===== src/rtl/branch_resolve.sv =====
// Execute-stage branch resolution: outcome decode, redirect/flush sequencing,
// mispredict statistics and the 2-bit branch history table read by fetch.
module branch_resolve #(
  parameter int BHT_ENTRIES  = 16,
  parameter int FLUSH_CYCLES = 2
) (
  input  logic        clk,
  input  logic        rst_n,
  input  logic        ex_valid,
  input  logic [31:0] ex_pc,
  input  logic [2:0]  ex_funct3,
  input  logic        ex_is_branch,
  input  logic        ex_is_jal,
  input  logic        ex_is_jalr,
  input  logic [31:0] ex_imm,
  input  logic [31:0] ex_rs1,
  input  logic        ex_pred_taken,
  input  logic        br_eq,
  input  logic        br_l,
  output logic        br_un,
  input  logic [31:0] if_pc,
  output logic        if_pred_taken,
  output logic        redirect,
  output logic [31:0] redirect_pc,
  output logic        flush,
  output logic [15:0] mispredict_count
);

  localparam int IDX = $clog2(BHT_ENTRIES);
  localparam int CW  = (FLUSH_CYCLES > 1) ? $clog2(FLUSH_CYCLES) : 1;

  typedef enum logic {IDLE = 1'b0, FLUSH = 1'b1} state_t;

  state_t        state_q;
  logic [CW-1:0] flush_cnt_q;
  logic          redirect_q;
  logic          flush_q;
  logic [31:0]   redirect_pc_q;
  logic [15:0]   mispredict_count_q;
  logic [1:0]    bht_q [BHT_ENTRIES];

  logic          taken_d;
  logic          legal_d;
  logic [31:0]   br_target;
  logic [31:0]   jalr_sum;
  logic [31:0]   fall_through;
  logic          accept;
  logic          cond_branch;
  logic          mispredict_d;
  logic          redirect_d;
  logic [31:0]   redirect_pc_d;
  logic          bht_we;
  logic [IDX-1:0] upd_idx;
  logic [1:0]    bht_cur;
  logic [1:0]    bht_d;
  logic          unused_ok;

  assign br_un = ex_funct3[1];

  always_comb begin
    taken_d = 1'b0;
    legal_d = 1'b1;
    case (ex_funct3)
      3'b000:         taken_d = br_eq;
      3'b001:         taken_d = !br_eq;
      3'b100, 3'b110: taken_d = br_l;
      3'b101, 3'b111: taken_d = !br_l;
      default:        legal_d = 1'b0;
    endcase
  end

  assign br_target    = ex_pc + ex_imm;
  assign jalr_sum     = ex_rs1 + ex_imm;
  assign fall_through = ex_pc + 32'd4;

  // Jumps take priority over the branch flag, so a branch is only "conditional"
  // when neither jump type is asserted alongside it.
  assign accept       = ex_valid && (state_q == IDLE) && (ex_is_branch || ex_is_jal || ex_is_jalr);
  assign cond_branch  = ex_is_branch && !ex_is_jal && !ex_is_jalr && legal_d;
  assign mispredict_d = accept && cond_branch && (taken_d != ex_pred_taken);
  assign redirect_d   = accept && (ex_is_jal || ex_is_jalr || mispredict_d);

  always_comb begin
    redirect_pc_d = fall_through;
    if (ex_is_jalr)     redirect_pc_d = {jalr_sum[31:1], 1'b0};
    else if (ex_is_jal) redirect_pc_d = br_target;
    else if (taken_d)   redirect_pc_d = br_target;
  end

  assign bht_we  = accept && cond_branch;
  assign upd_idx = ex_pc[IDX+1:2];
  assign bht_cur = bht_q[upd_idx];

  always_comb begin
    bht_d = bht_cur;
    if (taken_d) begin
      if (bht_cur != 2'b11) bht_d = bht_cur + 2'd1;
    end else begin
      if (bht_cur != 2'b00) bht_d = bht_cur - 2'd1;
    end
  end

  // Fetch sees the pre-update value on a same-cycle index collision.
  assign if_pred_taken = bht_q[if_pc[IDX+1:2]][1];

  always_ff @(posedge clk) begin
    if (!rst_n) begin
      for (int i = 0; i < BHT_ENTRIES; i++) bht_q[i] <= 2'b01;
    end else if (bht_we) begin
      bht_q[upd_idx] <= bht_d;
    end
  end

  always_ff @(posedge clk) begin
    if (!rst_n) begin
      state_q            <= IDLE;
      flush_cnt_q        <= '0;
      redirect_q         <= 1'b0;
      redirect_pc_q      <= '0;
      flush_q            <= 1'b0;
      mispredict_count_q <= '0;
    end else begin
      redirect_q <= 1'b0;
      case (state_q)
        IDLE: begin
          if (redirect_d) begin
            state_q       <= FLUSH;
            redirect_q    <= 1'b1;
            redirect_pc_q <= redirect_pc_d;
            flush_q       <= 1'b1;
            flush_cnt_q   <= CW'(FLUSH_CYCLES - 1);
            if (mispredict_d && (mispredict_count_q != 16'hFFFF))
              mispredict_count_q <= mispredict_count_q + 16'd1;
          end
        end
        FLUSH: begin
          if (flush_cnt_q == '0) begin
            state_q <= IDLE;
            flush_q <= 1'b0;
          end else begin
            flush_cnt_q <= flush_cnt_q - 1'b1;
          end
        end
        default: state_q <= IDLE;
      endcase
    end
  end

  assign redirect         = redirect_q;
  assign redirect_pc      = redirect_pc_q;
  assign flush            = flush_q;
  assign mispredict_count = mispredict_count_q;

  assign unused_ok = ^{if_pc[31:IDX+2], if_pc[1:0], jalr_sum[0]};

endmodule


===== config.mk =====
export PLATFORM = sky130hd
export DESIGN_NAME = branch_resolve
export DESIGN_NICKNAME = d
export VERILOG_FILES = /design/src/rtl/branch_resolve.sv
export SDC_FILE = /design/constraint.sdc
export NUM_CORES = 1
export LEC_CHECK = 0
export ABC_AREA = 1
export BUFFER_PORTS_ARGS = -buffer_cell sky130_fd_sc_hd__buf_2
export CORE_MARGIN = 1.5
export CORE_UTILIZATION = 24
export CTS_BUF_LIST = sky130_fd_sc_hd__clkbuf_4 sky130_fd_sc_hd__clkbuf_8
export CTS_CLUSTER_SIZE = 28
export DETAILED_ROUTE_END_ITERATION = 6
export HOLD_SLACK_MARGIN = 0.06
export PLACE_DENSITY_LB_ADDON = 0.1
export SLEW_MARGIN = 30
export SYNTH_ARGS = -nofsm -noshare
export SYNTH_HDL_FRONTEND = slang
export SYNTH_SLANG_ARGS = --single-unit

===== constraint.sdc =====
create_clock -name clk -period 4.3 [get_ports clk]
set_clock_uncertainty 0.2 [all_clocks]
set_input_delay 0.215 -clock clk [delete_from_list [all_inputs] [get_ports clk]]
set_output_delay 0.215 -clock clk [all_outputs]
set_load 0.01 [all_outputs]

* Word level (Yosys, flattened, before mapping)
Memories as Yosys holds them, arrays and structs flattened.
Cells that the tools add are included.
** Cells by class
- $add $sub $neg :: 7
- Equal/unequal tests :: 10
- Muxes and demuxes :: 23
- Bitwise operators :: 2
- Reductions and logical operators :: 27
** Operator list (number)
- $mux 32 :: 3
- $add 32x32->32 :: 2
- $add 32x3->32 const B :: 1
- $add 16x1->16 const B :: 1
- $ne 16x16->1 const B :: 1
- $eq 3x3->1 const B :: 4
- $mux 1 :: 11
- $logic_and 1x1->1 :: 9
- $mux 2 :: 4
- $reduce_or 2->1 :: 4
- $ne 2x2->1 const B :: 3
- $pmux 1 s2 :: 3
- $reduce_or 6->1 :: 1
- $logic_not 1->1 :: 4
- $logic_or 1x1->1 :: 4
- $mux 4 :: 1
- $pmux 1 s4 :: 1
- $reduce_and 2->1 :: 2
- $eq 3x1->1 const B :: 1
- $logic_not 3->1 :: 1
- $reduce_and 3->1 :: 1
- $add 2x1->2 const B :: 1
- $not 1->1 :: 2
- $reduce_bool 2->1 :: 1
- 3 further kinds :: 3
** Storage, ports and cells
- Register bits :: 52
- Bits in writable memories :: 32
- Output and inout port bits :: 52
- Word-level logic and storage cells :: 76
- Memories kept :: 1
** Memory list
- bht_q :: words 16, bits a word 2, read ports 2, clocked after Yosys merged registers in 0, write ports 16, RTL line 40 : logic [1:0] bht_q [BHT_ENTRIES];

* Depth between registers and ports, before layout
- Word-level depth :: 10
- Gate-level depth with buffers :: 17

* Least setup slack after synthesis
Ideal clock, no wire load.
- Kind :: in2reg
- Start :: input port ex_pc[0]
- End :: register redirect_pc_q[20] (netlist: redirect_pc[20])
- Arrival time :: 1716 ps
- Slack :: 2275 ps
- Stages on the path :: 16
- Buffers on the path :: 0
- Cells stage by stage :: ha_1 > fa_1 > nand3_1 > nand3_1 > nand2_1 > nand2_1 > nand2_1 > nand2_1 > nand2_1 > nand2_1 > nand2_1 > nand3_1 > nand3_1 > nand3_1 > nand2_1 > inv_1
** On the way
- Cells in the longest elaborated chain, start to end :: 4
- Elaborated cells between the ends (all ways) :: 5
** RTL lines
- from (decl) :: RTL line 10 : input logic [31:0] ex_pc,
- $add 32x3->32 or $add 32x32->32 (tied branches) :: RTL line 74, 72
- $mux 32 :: RTL line 87 : else if (taken_d) redirect_pc_d = br_target;
- $mux 32 (*) :: RTL line 86 : else if (ex_is_jal) redirect_pc_d = br_target;
- $mux 32 (*) :: RTL line 85 : if (ex_is_jalr) redirect_pc_d = {jalr_sum[31:1], 1'b0};
- to (signal assigned) :: RTL line 129 : redirect_pc_q <= redirect_pc_d;
- to (decl) :: RTL line 38 : logic [31:0] redirect_pc_q;
Every way passes the cells marked *; elsewhere a longest branch is shown, timed or not.
A chain may end at the register's enable or synchronous reset.

* Final worst setup path
- Start :: register mispredict_count_q[3] (netlist: mispredict_count[3])
- End :: register mispredict_count_q[14] (netlist: mispredict_count[14])
** On the way
- Cells in the longest elaborated chain, start to end :: 3
- Elaborated cells between the ends (all ways) :: 4
** RTL lines
- from (decl) :: RTL line 39 : logic [15:0] mispredict_count_q;
- from (signal assigned) :: RTL line 133 : mispredict_count_q <= mispredict_count_q + 16'd1;
- parallel branches: the longest is 3 deep, another holds $add 16x1->16
Several ways; the timed one is not identified.

==> results.rst <==
.. list-table::
   :header-rows: 1

   * - Metric
     - Value
   * - Critical path startpoint category
     - flip-flop
   * - Number of antenna violations at the first check in global routing
     - 0
   * - Number of cells after detailed placement
     - 2344
   * - CTS H-Tree Depth
     - 3
   * - Quantity of I/O buffers inserted on ports
     - 163
   * - Non-Filler Instances
     - 2360
   * - Sequential fraction of design power
     - 0.348
   * - Routed vias
     - 10934
   * - Syn_area_per_cell
     - 5.76 sq um
   * - Number of max-capacitance violations reported
     - 0
   * - Leakage power figure
     - 5.74 nW
   * - Overflow left after global routing
     - 0
   * - Status
     - completed
   * - Ys Warns
     - 0
   * - Library cell occupying the most area in the post-synthesis netlist
     - sky130_fd_sc_hd__nand2_1
   * - Clock power share
     - 0.216
   * - Total number of placement rows
     - 73
   * - Fraction of layout instances using a drive strength above 1
     - 0.119
   * - Area of the die
     - 41700 sq um
   * - Final cycle utilization of the critical path
     - 0.596
   * - Setup TNS
     - 0 ns
   * - Start point of the worst hold path
     - rst_n
   * - Worst IR Drop VDD
     - 0.132 mV
   * - Worst hold-check path type
     - input pin to flip-flop
   * - # Post-CTS Setup Buffers
     - 0
   * - Clock-pin slew reported for the worst setup and hold paths after clock tree synthesis
     - 0.10 ns
   * - Die extent in x
     - 204 um
   * - Worst slew margin
     - 0.579
   * - CTS tree
     - built
   * - Cell Int Power
     - 1.44 mW
   * - Wire length of the first global-routing pass
     - 60.8 mm
   * - Most frequent cells after synthesis
     - 515 x sky130_fd_sc_hd__nand2_1, 277 x sky130_fd_sc_hd__inv_1, 172 x sky130_fd_sc_hd__nor2_1, 137 x sky130_fd_sc_hd__nand3_1, 116 x sky130_fd_sc_hd__a21oi_1
   * - Pin slew with the least headroom to its limit
     - 0.631 ns
   * - Cell area reported after detailed placement
     - 11100 sq um
   * - Vias per cell
     - 4.63
   * - Endpoint, Worst Hold
     - redirect_pc[1]$_SDFFE_PN0P_
   * - Fmax achieved
     - 390 MHz
   * - Post-layout instance area
     - 11200 sq um
   * - Vertical die dimension
     - 204 um
   * - Root buffer cell
     - sky130_fd_sc_hd__clkbuf_8
   * - Register-to-Register Setup Slack
     - 1.74 ns
   * - Number of hold violations in the final report
     - 0
   * - Gr usage total
     - 0.192
   * - Post-Syn Instances
     - 1685
   * - Insertion delay to the later sink of the worst-skew pair
     - 0.39 ns
   * - # nets final
     - 2038
   * - Post-synth EDFFs
     - 32
   * - Total half-perimeter wirelength after legalization and detailed placement
     - 33.6 mm
   * - Total wirelength of the detailed-routed design
     - 39.9 mm
   * - Sinks on the clock net
     - 84
   * - Pin count of the biggest net entering global routing
     - 57
   * - Boundary Pins
     - 192
   * - Post-synthesis sequential element count
     - 84
   * - Final Slew Violations
     - 0
   * - DRC viols
     - 0
   * - GPL Wtd Cong
     - 0.847
   * - Post-synthesis to final-layout area growth
     - 15.8%
   * - R2R cell count
     - 12
   * - Antenna-violating nets left
     - 0
   * - Worst-case setup slack after placement
     - 1.44 ns
   * - Start of the worst register-to-register path
     - mispredict_count[3]$_SDFFE_PN0P_
   * - Unrepaired setup endpoints after global routing
     - no
   * - Proportion of synthesized chip area in sequential cells
     - 0.206
   * - Most common cell in the synthesized netlist
     - sky130_fd_sc_hd__nand2_1
   * - Diode insertion count for antenna repair
     - 0
   * - Routed length per instance
     - 16.9 um
   * - Filler Cells Inserted
     - 4669
   * - Setup slack of the critical path after layout
     - 1.74 ns
   * - Total iterations of the first detailed-routing run
     - 5
   * - Inserted Clock Buffers
     - 9
   * - Top area cells in the synthesized netlist
     - sky130_fd_sc_hd__nand2_1 20%, sky130_fd_sc_hd__dfxtp_1 11%, sky130_fd_sc_hd__inv_1 11%
   * - Combinational fraction of design power
     - 0.436
   * - Number of distinct standard cells referenced by the synthesized netlist
     - 49
   * - PD cells
     - 225 nW/um^2
   * - Maximum number of buffers from clock root to sink
     - 2
   * - Endpoint of the lowest-slack register-to-register path
     - mispredict_count[14]$_SDFFE_PN0P_
   * - Capturing element type of the critical path
     - flip-flop
   * - Number of instances resized during post-cts repair
     - 0
   * - Switching power total
     - 1.09 mW
   * - Proportion of netlist area held by the largest area contributor
     - 0.199
   * - Starting density of the core
     - 0.244
   * - Via count of the first global-routing pass
     - 10580
   * - Core ar.
     - 39800 sq um
   * - Worst hold stages
     - 3
   * - Detailed Route Iter0 Violations
     - 684
   * - FFs w/ async S/R, synth
     - 0
   * - Most instantiated flip-flop cell in the synthesis netlist
     - sky130_fd_sc_hd__dfxtp_1
   * - Post-synth net total
     - 1893
   * - Shortest period the worst path allows
     - 2.56 ns
   * - Post-synthesis instance area
     - 9710 sq um
   * - Switching power as a share of total power
     - 0.432
   * - Hold_buf cts
     - 0
   * - Endpoints failing setup
     - 0
   * - Arrival @ worst endpoint
     - 2.68 ns
   * - Crit-path max FO
     - 11
   * - Type of the worst setup path
     - flip-flop to flip-flop
   * - Data required, critical path
     - 4.42 ns
   * - Total power
     - 2.53 mW
==> flip-flops by register name (all words and copies together), names as in the netlist <==
register and cells:
mispredict_count 16, flush 1, flush_cnt_q 1, bht_q 32, state_q 1, redirect_pc 32
redirect 1
==> worst max-delay path: stages (launching register included) <==
cell                      delay [ns]
sky130_fd_sc_hd__dfxtp_1        0.37
sky130_fd_sc_hd__nand2_1        0.11
sky130_fd_sc_hd__inv_1          0.14
sky130_fd_sc_hd__nand4_1        0.15
sky130_fd_sc_hd__nor3_1         0.28
sky130_fd_sc_hd__nand3_1        0.11
sky130_fd_sc_hd__nand2_1        0.32
sky130_fd_sc_hd__inv_1          0.30
sky130_fd_sc_hd__nand2_1        0.19
sky130_fd_sc_hd__nor2_1         0.06
sky130_fd_sc_hd__nand2_1        0.10
sky130_fd_sc_hd__o21ai_0        0.08
sky130_fd_sc_hd__nor2_1         0.11
==> metrics by stage <==
stage,util,hold slack [ns]
floorplan,-,0.207
global placement,0.278,0.245
detailed placement,0.278,0.252
CTS,0.282,0.0971
global route,0.282,0.152
finish,0.282,0.129
==> cells by family (layout without fill, tap and decap cells) <==
kind of cell / Yosys count / in the layout / synth area share
adders and majority gates: 68 / 68 / 0.0892
DFF: 84 / 84 / 0.206
AOI/OAI and AO/OA: 269 / 269 / 0.152
buffers and inverters: 316 / 466 / 0.127
and+or+nand+nor: 922 / 922 / 0.402
xor gates and xnor gates: 26 / 26 / 0.0234
==> worst max path at each step <==
stage	from	end	cells past startpoint
2_1_floorplan	ex_pc[0]	redirect_pc[20]$_SDFFE_PN0P_	16
3_3_place_gp	ex_pc[2]	redirect_pc[23]$_SDFFE_PN0P_	15
3_5_place_dp	ex_pc[2]	redirect_pc[23]$_SDFFE_PN0P_	15
4_1_cts	mispredict_count[3]$_SDFFE_PN0P_	mispredict_count[14]$_SDFFE_PN0P_	12
5_1_grt	mispredict_count[3]$_SDFFE_PN0P_	mispredict_count[14]$_SDFFE_PN0P_	12
6_report	mispredict_count[3]$_SDFFE_PN0P_	mispredict_count[14]$_SDFFE_PN0P_	12
==> placed cells by master, fill, tap and decap left out, types with 4 or more instances in the layout <==
master	count
sky130_fd_sc_hd__nand2_1	514
sky130_fd_sc_hd__inv_1	276
sky130_fd_sc_hd__nor2_1	172
sky130_fd_sc_hd__buf_2	163
sky130_fd_sc_hd__nand3_1	137
sky130_fd_sc_hd__a21oi_1	116
sky130_fd_sc_hd__o21ai_0	97
sky130_fd_sc_hd__ha_1	66
sky130_fd_sc_hd__dfxtp_1	52
sky130_fd_sc_hd__edfxtp_1	32
sky130_fd_sc_hd__nor3_1	25
sky130_fd_sc_hd__nand4_1	22
sky130_fd_sc_hd__xor2_1	17
sky130_fd_sc_hd__o21bai_1	14
sky130_fd_sc_hd__a31oi_1	9
sky130_fd_sc_hd__xnor2_1	9
sky130_fd_sc_hd__clkbuf_8	9
sky130_fd_sc_hd__o211ai_1	8
sky130_fd_sc_hd__nor2_2	7
sky130_fd_sc_hd__buf_4	7
sky130_fd_sc_hd__nor4_1	6
sky130_fd_sc_hd__nand3b_1	6
sky130_fd_sc_hd__o21ai_1	6
sky130_fd_sc_hd__nand2_2	5
sky130_fd_sc_hd__a21o_1	4
sky130_fd_sc_hd__or2_2	4
sky130_fd_sc_hd__o22ai_1	4
==> per-layer routing <==
layer	track usage	share of wire	vias to the layer above
met2	0.335	0.47	260
met3	0.0209	0.035	44
met1	0.250	0.47	4908
li1	-	-	5722
met5	0	0	-
met4	0.0520	0.025	0
==> power groups by stage <==
stage / clock (mW) / combinational [mW] / sequential [mW]
CTS: 0.580 / 1.12 / 0.884
global route: 0.605 / 1.25 / 0.889
finish: 0.548 / 1.10 / 0.883
global placement: 0 / 1.11 / 0.901
floorplan: 0 / 0.687 / 0.914
detailed placement: 0 / 1.11 / 0.902
==> final cells by class <==
| cell class | instances | area [sq um] | share of cell area |
|---|---|---|---|
| Inverter | 280 | 1050 | 0.0934 |
| Sequential cell | 84 | 2000 | 0.178 |
| Tap cell | 525 | 657 | 0.0584 |
| Clock inverter | 6 | 48.8 | 0.00434 |
| Multi-Input combinational cell | 1285 | 6490 | 0.577 |
| Clock buffer | 10 | 131 | 0.0117 |
| Timing Repair Buffer | 170 | 868 | 0.0772 |
Power figures use the tool's default switching activity.
